===== src/rtl/led_ctrl_pkg.sv =====
`default_nettype none
// ============================================================================
// led_ctrl_pkg : shared types and constants for the LED display arbiter. Rev 1.0
// ============================================================================
package led_ctrl_pkg;

    typedef enum logic [1:0] {
        IDLE = 2'd0,
        HOLD = 2'd1,
        GAP  = 2'd2
    } state_e;

    localparam int              LED_W       = 6;
    localparam logic [LED_W-1:0] LED_OFF     = 6'b111111;
    localparam logic [LED_W-1:0] CHASER_INIT = 6'b111110;

    // Counters are never narrower than one bit, even for tiny terminal values.
    function automatic int cnt_w(input int value);
        return $clog2((value < 2) ? 2 : value);
    endfunction

endpackage
`default_nettype wire


===== src/rtl/led_display_arbiter_prescaler.sv =====
`default_nettype none
// ============================================================================
// tick_prescaler : free-running divider, one-cycle tick every TICK_DIV clocks. Rev 1.0
// ============================================================================
module tick_prescaler
    import led_ctrl_pkg::*;
#(
    parameter int TICK_DIV = 27000
) (
    input  logic sys_clk,
    input  logic sys_rst_n,
    input  logic clr,
    output logic tick
);

    localparam int               CNT_W   = cnt_w(TICK_DIV);
    localparam logic [CNT_W-1:0] CNT_MAX = CNT_W'(TICK_DIV - 1);

    logic [CNT_W-1:0] count_q;
    logic [CNT_W-1:0] count_d;

    // Clear wins over counting so a new phase always starts a full period.
    always_comb begin
        count_d = count_q + CNT_W'(1);
        if (clr) begin
            count_d = '0;
        end else if (count_q == CNT_MAX) begin
            count_d = '0;
        end
    end

    assign tick = (count_q == CNT_MAX);

    always_ff @(posedge sys_clk or negedge sys_rst_n) begin
        if (!sys_rst_n) begin
            count_q <= '0;
        end else begin
            count_q <= count_d;
        end
    end

endmodule
`default_nettype wire


===== src/rtl/led_display_arbiter.sv =====
`default_nettype none
// ============================================================================
// led_display_arbiter : round-robin sharing of the active-low LEDs, chaser when idle. Rev 1.0
// ============================================================================
module led_display_arbiter
    import led_ctrl_pkg::*;
#(
    parameter int NUM_REQ    = 3,
    parameter int LED_W      = led_ctrl_pkg::LED_W,
    parameter int TICK_DIV   = 27000,
    parameter int HOLD_TICKS = 500,
    parameter int GAP_TICKS  = 1,
    parameter int STEP_TICKS = 500
) (
    input  logic                     sys_clk,
    input  logic                     sys_rst_n,
    input  logic [NUM_REQ-1:0]       req,
    input  logic [NUM_REQ*LED_W-1:0] req_pattern,
    output logic [NUM_REQ-1:0]       gnt,
    output logic [NUM_REQ-1:0]       done,
    output logic                     busy,
    output logic [LED_W-1:0]         led
);

    localparam int IDX_W  = cnt_w(NUM_REQ);
    localparam int HOLD_W = cnt_w(HOLD_TICKS);
    localparam int GAP_W  = cnt_w(GAP_TICKS);
    localparam int STEP_W = cnt_w(STEP_TICKS);

    localparam logic [IDX_W-1:0]  LAST_RST  = IDX_W'(NUM_REQ - 1);
    localparam logic [HOLD_W-1:0] HOLD_LOAD = HOLD_W'(HOLD_TICKS - 1);
    localparam logic [GAP_W-1:0]  GAP_LOAD  = GAP_W'(GAP_TICKS - 1);
    localparam logic [STEP_W-1:0] STEP_LAST = STEP_W'(STEP_TICKS - 1);
    localparam logic [LED_W-1:0]  LED_DARK  = LED_W'(LED_OFF);
    localparam logic [LED_W-1:0]  CHASE_RST = LED_W'(CHASER_INIT);

    // First requester strictly after 'last' in circular order.
    function automatic logic [IDX_W-1:0] rr_pick(input logic [NUM_REQ-1:0] r,
                                                 input logic [IDX_W-1:0]   last);
        logic [IDX_W-1:0] pick;
        logic             found;
        int               idx;
        pick  = last;
        found = 1'b0;
        for (int k = 1; k <= NUM_REQ; k++) begin
            idx = int'(last) + k;
            if (idx >= NUM_REQ) begin
                idx = idx - NUM_REQ;
            end
            if (!found && r[idx]) begin
                pick  = IDX_W'(idx);
                found = 1'b1;
            end
        end
        return pick;
    endfunction

    function automatic logic [NUM_REQ-1:0] onehot(input logic [IDX_W-1:0] idx);
        logic [NUM_REQ-1:0] oh;
        oh      = '0;
        oh[idx] = 1'b1;
        return oh;
    endfunction

    state_e              state_q, state_d;
    logic [NUM_REQ-1:0]  gnt_q, gnt_d;
    logic [NUM_REQ-1:0]  done_q, done_d;
    logic                busy_q, busy_d;
    logic [LED_W-1:0]    led_q, led_d;
    logic [IDX_W-1:0]    last_q, last_d;
    logic [HOLD_W-1:0]   hold_cnt_q, hold_cnt_d;
    logic [GAP_W-1:0]    gap_cnt_q, gap_cnt_d;
    logic [LED_W-1:0]    chaser_q, chaser_d;
    logic [STEP_W-1:0]   step_cnt_q, step_cnt_d;

    logic                tick;
    logic                presc_clr;
    logic                any_req;
    logic [IDX_W-1:0]    pick;
    logic [LED_W-1:0]    pick_pattern;
    logic                grant_now;
    logic                enter_gap;
    logic                hold_done;

    tick_prescaler #(
        .TICK_DIV (TICK_DIV)
    ) u_prescaler (
        .sys_clk   (sys_clk),
        .sys_rst_n (sys_rst_n),
        .clr       (presc_clr),
        .tick      (tick)
    );

    assign any_req      = |req;
    assign pick         = rr_pick(req, last_q);
    assign pick_pattern = req_pattern[int'(pick)*LED_W +: LED_W];

    always_comb begin
        state_d    = state_q;
        gnt_d      = gnt_q;
        done_d     = '0;
        busy_d     = busy_q;
        led_d      = led_q;
        last_d     = last_q;
        hold_cnt_d = hold_cnt_q;
        gap_cnt_d  = gap_cnt_q;
        chaser_d   = chaser_q;
        step_cnt_d = step_cnt_q;
        presc_clr  = 1'b0;
        grant_now  = 1'b0;
        enter_gap  = 1'b0;
        hold_done  = 1'b0;

        case (state_q)
            IDLE: begin
                if (any_req) begin
                    grant_now = 1'b1;
                end else begin
                    if (tick) begin
                        if (step_cnt_q == STEP_LAST) begin
                            chaser_d   = {chaser_q[LED_W-2:0], chaser_q[LED_W-1]};
                            step_cnt_d = '0;
                        end else begin
                            step_cnt_d = step_cnt_q + STEP_W'(1);
                        end
                    end
                    led_d = chaser_d;
                end
            end

            HOLD: begin
                // A dropped request aborts even on the final tick: no done.
                if (!req[last_q]) begin
                    enter_gap = 1'b1;
                end else if (tick) begin
                    if (hold_cnt_q == '0) begin
                        enter_gap = 1'b1;
                        hold_done = 1'b1;
                    end else begin
                        hold_cnt_d = hold_cnt_q - HOLD_W'(1);
                    end
                end
            end

            GAP: begin
                if (tick) begin
                    if (gap_cnt_q == '0) begin
                        if (any_req) begin
                            grant_now = 1'b1;
                        end else begin
                            state_d = IDLE;
                            led_d   = chaser_q;
                            busy_d  = 1'b0;
                        end
                    end else begin
                        gap_cnt_d = gap_cnt_q - GAP_W'(1);
                    end
                end
            end

            default: begin
                state_d = IDLE;
                gnt_d   = '0;
                busy_d  = 1'b0;
                led_d   = chaser_q;
            end
        endcase

        if (enter_gap) begin
            state_d   = GAP;
            gnt_d     = '0;
            done_d    = hold_done ? gnt_q : '0;
            led_d     = LED_DARK;
            gap_cnt_d = GAP_LOAD;
            presc_clr = 1'b1;
        end

        // The pattern is captured into led_q here and left untouched for the hold.
        if (grant_now) begin
            state_d    = HOLD;
            gnt_d      = onehot(pick);
            led_d      = ~pick_pattern;
            busy_d     = 1'b1;
            last_d     = pick;
            hold_cnt_d = HOLD_LOAD;
            presc_clr  = 1'b1;
        end
    end

    always_ff @(posedge sys_clk or negedge sys_rst_n) begin
        if (!sys_rst_n) begin
            state_q    <= IDLE;
            gnt_q      <= '0;
            done_q     <= '0;
            busy_q     <= 1'b0;
            led_q      <= CHASE_RST;
            last_q     <= LAST_RST;
            hold_cnt_q <= '0;
            gap_cnt_q  <= '0;
            chaser_q   <= CHASE_RST;
            step_cnt_q <= '0;
        end else begin
            state_q    <= state_d;
            gnt_q      <= gnt_d;
            done_q     <= done_d;
            busy_q     <= busy_d;
            led_q      <= led_d;
            last_q     <= last_d;
            hold_cnt_q <= hold_cnt_d;
            gap_cnt_q  <= gap_cnt_d;
            chaser_q   <= chaser_d;
            step_cnt_q <= step_cnt_d;
        end
    end

    assign gnt  = gnt_q;
    assign done = done_q;
    assign busy = busy_q;
    assign led  = led_q;

endmodule
`default_nettype wire


===== config.mk =====
export PLATFORM = sky130hd
export DESIGN_NAME = led_display_arbiter
export DESIGN_NICKNAME = d
export VERILOG_FILES = /design/src/rtl/led_ctrl_pkg.sv /design/src/rtl/led_display_arbiter_prescaler.sv /design/src/rtl/led_display_arbiter.sv
export SDC_FILE = /design/constraint.sdc
export NUM_CORES = 1
export LEC_CHECK = 0
export ABC_AREA = 1
export CORE_ASPECT_RATIO = 0.7
export CORE_UTILIZATION = 40
export CTS_CLUSTER_DIAMETER = 30
export DETAILED_ROUTE_END_ITERATION = 12
export GPL_TIMING_DRIVEN = 0
export PLACE_DENSITY_LB_ADDON = 0.3
export SLEW_MARGIN = 25
export SYNTH_ARGS = -nofsm -noshare
export SYNTH_HDL_FRONTEND = slang
export SYNTH_SLANG_ARGS = --single-unit

===== constraint.sdc =====
create_clock -name sys_clk -period 4.6 [get_ports sys_clk]
set_input_delay 0.46 -clock sys_clk [delete_from_list [all_inputs] [get_ports sys_clk]]
set_output_delay 0.46 -clock sys_clk [all_outputs]
set_load 0.02 [all_outputs]

==> results of run 1 <==
metal layers:
metal	part of all wire [%]	global-route usage, %	vias up
li1	-	-	1695
met1	53	27.94	1548
met2	40	27.14	91
met3	5.9	3.173	7
met4	0.64	3.590	0
met5	0	0	-
synth_stat cells, types with 2 or more instances:
| cell | count | area, um^2 |
|---|---|---|
| a21o_1 | 5 | 37.54 |
| a21oi_1 | 17 | 85.08 |
| buf_4 | 3 | 22.52 |
| buf_6 | 3 | 33.78 |
| dfrtp_1 | 45 | 1126 |
| dfstp_2 | 11 | 289.0 |
| ha_1 | 7 | 87.58 |
| inv_1 | 59 | 221.5 |
| inv_2 | 9 | 33.78 |
| nand2_1 | 136 | 510.5 |
| nand2_2 | 5 | 31.28 |
| nand2_4 | 2 | 22.52 |
| nand3_1 | 52 | 260.3 |
| nand3_2 | 3 | 30.03 |
| nand3_4 | 2 | 35.03 |
| nand3b_1 | 3 | 22.52 |
| nand4_1 | 13 | 81.33 |
| nor2_1 | 54 | 202.7 |
| nor2_2 | 7 | 43.79 |
| nor3_1 | 9 | 45.04 |
| nor3_4 | 2 | 32.53 |
| nor3b_1 | 4 | 30.03 |
| nor3b_2 | 2 | 25.02 |
| nor4_1 | 4 | 25.02 |
| o21a_1 | 2 | 15.01 |
| o21ai_0 | 17 | 85.08 |
| o21ai_1 | 5 | 25.02 |
| xor2_1 | 13 | 113.9 |
worst max path at each step:
stage,from,end,slack [ns],cells past startpoint
after global placement,sys_rst_n,led[0],1.33,1
after detailed placement,req[1],chaser_q[5],2.25,8
after global routing,last_q[1],led[0],2.06,16
after floorplan,last_q[1],led[0],2.55,16
after CTS,last_q[1],led[1],2.26,15
final,last_q[1],led[1],2.24,15
report_power, final:
| group | internal (mW) | total (mW) | switching, mW |
|---|---|---|---|
| Combinational | 0.0323 | 0.0712 | 0.0389 |
| Clock | 0.201 | 0.372 | 0.170 |
| Sequential | 0.497 | 0.501 | 0.00371 |
| Total | 0.731 | 0.944 | 0.213 |
flip-flops by register name (all words and copies together) (netlist names):
register	count
step_cnt_q	9
u_prescaler.count_q	15
gnt	3
chaser_q	6
hold_cnt_q	9
last_q	2
done	3
led	6
state_q	2
busy	1
layout make-up:
type / count / area, um^2
Clock inverter: 2 / 12.51
Timing Repair Buffer: 36 / 367.9
Multi-Input combinational cell: 368 / 1881
Fill cell: 847 / 4333
Sequential cell: 56 / 1415
Tap cell: 120 / 150.1
Clock buffer: 6 / 128.9
Buffer: 9 / 68.82
Inverter: 69 / 261.5
per-stage QoR:
stage / hold slack (ns) / setup slack, ns / area [um^2] / cells
6_report: 0.06994 / 2.242 / 4285 / 666
5_1_grt: 0.08477 / 2.056 / 4285 / 666
4_1_cts: 0.08229 / 2.261 / 4285 / 666
3_5_place_dp: 0.3912 / 2.248 / 4144 / 658
3_3_place_gp: 0.4546 / 1.334 / 4126 / 657
2_1_floorplan: 0.1644 / 2.545 / 3626 / 502
cell families (layout without fill, tap and decap cells):
| family | Yosys count | in the layout |
|---|---|---|
| simple gates | 298 | 298 |
| flops | 56 | 56 |
| fa+ha+maj | 7 | 7 |
| xor+xnor | 14 | 14 |
| buf+inv | 78 | 122 |
| compound gates | 49 | 49 |
worst max-delay path, stage by stage (launching register included):
cell	delay, ns
dfstp_2	0.57
inv_1	0.08
ha_1	0.27
buf_4	0.17
inv_2	0.08
nand2_1	0.08
nand3_2	0.09
nand2_2	0.11
nand3_4	0.14
nand3_2	0.15
buf_6	0.19
nand2_1	0.06
nand2_1	0.05
nand3_1	0.13
nand2_1	0.08
nand2_1	0.06
==> run summary, run 1 <==
outcome - finished, final reports clean
Worst Setup Start Kind - flop
Power, Total - 0.9437 mW
Chip Height - 81.66 um
port bufs - 35
DRT Pass-1 Iters - 4
core box area - 8618 um^2
Post-synth EDFFs - 0
CTS tree - yes
first-pass GRT wire length - 13.77 mm
Hold Path Class - input port to async pin
Yosys reg bits - 56
# DRC - 0
post-synthesis simple-gate area fraction - 38.54%
Starting Density - 42.07%
worst reg-to-reg path cell count - 15
CTS Buf Count - 5
initial antenna violation count - 0
die area - 9456 um^2
Pwr Density - 220.2 nW/um^2
GRT overflow - 0
Sink Count - 56
Cell variety after synth - 36
vias in the first global route - 2943
min cycle time layout - 2.358 ns
Final nets - 575
Die X - 115.8 um
Worst Path Max Fanout - 10
hold_buf cts - 0
Vias/cell - 5.017
Rel. slew slack - 70.99%
Top FF cell, synth - dfrtp_1
Site Rows - 28
HPWL Detailed - 6.285 mm
Mean Syn Cell Area - 7.223 um^2
RSZ-0062 raised after global routing - no
I/O Pins - 36
PostCTS Resize Cnt - 0
synthesized net count - 532
sequential fraction of the synthesis area - 39.03%
Worst R2R End - led[1]
Mapped Cells - 502
Crit Path Class - flop to flop
leakage power total - 2.143 nW
YS warnings - 0
Syn Std Cell Area - 3626 um^2
Worst-Skew Late Latency - 0.29 ns
Inserted Diodes - 0
share of cells above drive strength 1 - 11.17%
Routed wire per std cell - 12.47 um
Data required, critical path - 4.84 ns
ys async rst share - 100.0%
max-slew violations - 0
main combinational cell family by area after synthesis - simple AND/OR/NAND/NOR gates
Post-Route WL - 8.302 mm
RD Place Congestion - 0.8918
H-Tree Depth - 2
area share of fa/ha/maj cells after synthesis - 2.415%
post-synthesis compound-gate area fraction - 7.522%
max cap viols - 0
1st-iter DRT viols - 323
Final Util - 49.72%
setup TNS - 0 ns
most frequent cells in the layout - 136 x nand2_1, 59 x inv_1, 54 x nor2_1
Worst IR Drop VDD - 0.0001492 V
Tightest Pin Transition - 0.4351 ns
Antenna Nets Post-Route - 0
clk slew on worst S/H paths - 0.07 ns
post-synthesis mux area share - 0%
crit path capture type - flop
Tot GR Track Use - 18.36%
Post CTS Setup Buffer Count - 0
Clock Tree Buf Depth - 2
CP arrival - 2.59 ns
largest net degree at the start of global routing - 34
Setup Viol. Count Final - 0
final hold vios - 0
reg-to-reg startpoint - last_q[1]
Root Buffer - clkbuf_16
P&R area growth vs syn - 18.18%
Worst R2R Setup Slack - 2.24 ns
clk_skew - 0.007110 ns
period utilization - 51.26%
XOR/XNOR share of the synthesized area - 3.382%
fmax - 424.1 MHz
total number of vias - 3341
commonest non-fill, non-tap cell in the layout - nand2_1
No activity file was read; power rests on OpenSTA's default activity.
==> run 2, diff against run 1 <==
clock period = 2.3 ns   (was 4.6 ns; I/O delays follow)
==> run summary, run 2 (synthesized netlist as in run 1, its figures left out) <==
Net Switching - 0.4296 mW
worst reg-to-reg path cell count - 13
I/O Pins - 36
core box area - 8618 um^2
# DRC - 0
DRT Pass-1 Iters - 5
CTS Buf Count - 5
Clock Tree Buf Depth - 2
clk_skew - 0.006418 ns
WP depth - 13
CP cell instances - inv_2, ha_4, buf_6, inv_2, nand2_2, nand3_2, nand2_4, nand4_1, buf_4, nand4_1, nand3_1, nand2_1, nand2_1
1st-iter DRT viols - 317
Fill cells - 839
initial antenna violation count - 0
fin area - 4409 um^2
sequential share of power - 52.7%
Vias/cell - 5.088
P&R area growth vs syn - 21.60%
die area - 9456 um^2
pre-CTS setup slack - -0.02886 ns
Site Rows - 28
Rel. slew slack - 71.45%
min cycle time layout - 2.203 ns
CTS tree - yes
max cap viols - 0
Worst IR Drop VDD - 0.0002984 V
Pwr Density - 430.8 nW/um^2
period utilization - 95.80%
vias in the first global route - 2961
H-Tree Depth - 2
Power, Total - 1.900 mW
Inst Count DP - 658
clk slew on worst S/H paths - 0.07 ns
crit path capture type - flop
combinational power share - 8.2%
Worst path slowest cell - dfstp_2
most frequent cells in the layout - 131 x nand2_1, 58 x inv_1, 54 x nor2_1
share of cells above drive strength 1 - 13.92%
port bufs - 35
commonest non-fill, non-tap cell in the layout - nand2_1
Starting Density - 42.07%
Crit Path Class - flop to flop
Worst Setup Start Kind - flop
final hold vios - 0
slowest stage delay, CP - 0.56 ns
critical path's top delay family - simple AND/OR/NAND/NOR gates
GRT overflow - 0
Routed wire per std cell - 12.69 um
number of flip-flops in the largest register - 15
crit path buf inv count - 4
clock share of power - 39.0%
setup TNS - 0 ns
biggest regs - u_prescaler.count_q: 15 flops, hold_cnt_q: 9 flops, step_cnt_q: 9 flops
Inserted Diodes - 0
Largest Register - u_prescaler.count_q
leakage power total - 2.185 nW
Die X - 115.8 um
cell internal pwr - 1.470 mW
Antenna Nets Post-Route - 0
Data required, critical path - 2.53 ns
Final nets - 582
Sw Share - 22.62%
Final WS setup - 0.09667 ns
Setup Viol. Count Final - 0
Worst-Skew Late Latency - 0.29 ns
fmax - 453.9 MHz
Root Buffer - clkbuf_16
HPWL Detailed - 6.285 mm
Worst Path Max Fanout - 8
Hold Path Class - input port to async pin
placed cell area - 4144 um^2
Sink Count - 56
Chip Height - 81.66 um
outcome - finished, final reports clean
total number of vias - 3424
Tightest Pin Transition - 0.4283 ns
max-slew violations - 0
CP arrival - 2.43 ns
largest net degree at the start of global routing - 34
Tot GR Track Use - 18.49%
Post-Route WL - 8.542 mm
Finished Layout Cells - 673
first-pass GRT wire length - 13.85 mm
RD Place Congestion - 0.8918
## run 2: repair_timing
item                                   4_1_cts  5_1_grt
hold buffers                                 1        0
pin swaps                                    1        3
resized for setup                            4       11
setup buffers                                1        5
setup endpoints to repair                    3        8
endpoints found under the hold margin       20        0
## run 2: metrics by stage
step                utilization, %  hold WS [ns]
global route                 51.16        0.4139
detailed placement           48.08        0.1612
global placement             47.88        0.4546
floorplan                        -      -0.06559
finish                       51.16        0.3851
CTS                          50.16        0.3943
## run 2: layout make-up
cell class                      instances  area, um^2  share of cell area, %
Buffer                                  9       72.57                  1.646
Clock buffer                            6       128.9                  2.923
Clock inverter                          2       12.51                 0.2838
Inverter                               69       261.5                  5.931
Multi-Input combinational cell        368        1946                  44.13
Sequential cell                        56        1415                  32.09
Tap cell                              120       150.1                  3.405
Timing Repair Buffer                   43       422.9                  9.591
## run 2: worst paths after layout
check	start	end	slack, ns
min reg2reg	led[2]	led[2]	0.47
max in group asynchronous	sys_rst_n	led[5]	1.37
max	last_q[1]	led[3]	0.1
max reg2reg	last_q[1]	led[3]	0.1
min in group sys_clk	led[2]	led[2]	0.47
min	sys_rst_n	u_prescaler.count_q[11]	0.39
## run 2: metal layers
metal	up-vias	part of all wire (%)	track usage (%)
met4	0	1.3	3.462
li1	1707	-	-
met2	118	40	27.80
met3	17	6.2	3.173
met1	1582	52	27.84
met5	-	0	0
## run 2: power groups by stage
stage	Clock (mW)	Sequential, mW	Combinational, mW
2_1_floorplan	0	1.02	0.0658
3_3_place_gp	0	1.02	0.136
3_5_place_dp	0	1.02	0.142
4_1_cts	0.762	1.00	0.147
5_1_grt	0.805	1.00	0.174
6_report	0.741	1.00	0.157
==> run 3, diff against run 2 <==
RECOVER_POWER = 50   (was default)
==> run summary, run 3 (synthesized netlist as in run 1, its figures left out) <==
met3 Use GR - 3.173%
worst reg-to-reg path cell count - 13
clk slew on worst S/H paths - 0.07 ns
Worst R2R End - led[3]
Post-Route WL - 8.528 mm
Clock Tree Buf Depth - 2
I/O Pins - 36
CTS tree - yes
final hold vios - 0
total number of vias - 3400
reg-to-reg startpoint - last_q[1]
period utilization - 95.50%
crit path capture type - flop
max-slew violations - 0
CTS Buf Count - 5
vias in the first global route - 2961
Pwr Density - 430.9 nW/um^2
Site Rows - 28
# DRC - 0
Root Buffer - clkbuf_16
Setup Viol. Count Final - 0
Antenna Nets Post-Route - 0
Final WS setup - 0.1036 ns
Routed wire per std cell - 12.67 um
1st-iter DRT viols - 343
first-pass GRT wire length - 13.85 mm
Worst R2R Setup Slack - 0.10 ns
crit path to - led[3]
min cycle time layout - 2.196 ns
Sink Count - 56
Vias/cell - 5.052
Worst-Skew Late Latency - 0.29 ns
Finished Layout Cells - 673
Inst Count DP - 658
biggest regs - u_prescaler.count_q: 15 flops, hold_cnt_q: 9 flops, step_cnt_q: 9 flops
P&R area growth vs syn - 21.50%
H-Tree Depth - 2
largest net degree at the start of global routing - 34
Worst Hold Launch - led[2]
Largest Register - u_prescaler.count_q
clk_skew - 0.007137 ns
number of flip-flops in the largest register - 15
initial antenna violation count - 0
die area - 9456 um^2
DRT Pass-1 Iters - 5
core box area - 8618 um^2
Tightest Pin Transition - 1.375 ns
Chip Height - 81.66 um
outcome - finished, final reports clean
Tot GR Track Use - 18.49%
most frequent cells in the layout - 131 x nand2_1, 58 x inv_1, 54 x nor2_1
HPWL Detailed - 6.285 mm
Power, Total - 1.898 mW
commonest non-fill, non-tap cell in the layout - nand2_1
Hold Path Class - flop to flop
GRT overflow - 0
Final nets - 582
RD Place Congestion - 0.8918
port bufs - 35
CP arrival - 2.42 ns
Worst IR Drop VDD - 0.0002983 V
share of cells above drive strength 1 - 13.74%
leakage power total - 2.203 nW
Worst Setup SP - last_q[1]
Worst Path Max Fanout - 8
Die X - 115.8 um
busiest grt layer - met1
pre-CTS setup slack - -0.02886 ns
Rel. slew slack - 8.332%
Crit Path Class - flop to flop
max cap viols - 0
Inserted Diodes - 0
Data required, critical path - 2.53 ns
GR Layer Usage met1 - 27.84%
Worst Setup Start Kind - flop
fmax - 455.3 MHz
Starting Density - 42.07%
met2 global-route usage - 27.80%
-- run 3: through the flow --
step / TNS, ns / utilization [%] / instance area, um^2 / hold WS (ns)
2_1_floorplan: 0 / - / 3626 / -0.06559
3_3_place_gp: -34.24 / 47.88 / 4126 / 0.4546
3_5_place_dp: -0.06236 / 48.08 / 4144 / 0.1612
4_1_cts: 0 / 50.16 / 4323 / 0.3943
5_1_grt: -0.03267 / 51.12 / 4405 / 0.4849
6_report: 0 / 51.12 / 4405 / 0.4652
-- run 3: worst min path at each step --
stage / endpoint / slack (ns) / cells after the start
after floorplan: busy / -0.07 / 0
after global placement: led[3] / 0.45 / 2
after detailed placement: u_prescaler.count_q[11] / 0.16 / 1
after CTS: u_prescaler.count_q[11] / 0.39 / 2
after global routing: led[2] / 0.48 / 2
final: led[2] / 0.47 / 2
-- run 3: metal layers --
layer	routed length, um	part of all wire [%]	up-vias
met2	3479	41	93
met4	100	1.2	0
met5	0	0	-
met1	4458	52	1587
li1	-	-	1707
met3	490	5.7	13
-- run 3: layout make-up --
class	count	area, um^2
Fill cell	838	4213
Multi-Input combinational cell	368	1946
Sequential cell	56	1415
Timing Repair Buffer	43	419.2
Inverter	69	261.5
Tap cell	120	150.1
Clock buffer	6	128.9
Buffer	9	72.57
Clock inverter	2	12.51
-- run 3: critical path, cell delays in order, from the launching register on --
cell	delay [ns]
dfstp_2	0.56
inv_2	0.06
ha_4	0.26
buf_6	0.12
inv_2	0.06
nand2_2	0.06
nand3_2	0.11
nand2_4	0.15
nand4_1	0.24
buf_4	0.23
nand4_1	0.08
nand3_1	0.09
nand2_1	0.07
nand2_1	0.04
-- run 3: repair_timing --
item | CTS | global route
resized for setup | 4 | 11
setup buffers | 1 | 5
pin swaps | 1 | 3
hold buffers | 1 | 0
endpoints found under the setup margin | 3 | 8
endpoints found under the hold margin | 20 | 0
-- run 3: where the power goes --
part           switching (mW)  total, mW  internal (mW)
combinational          0.0838      0.156         0.0720
sequential            0.00751       1.00          0.994
clock                   0.338      0.741          0.403
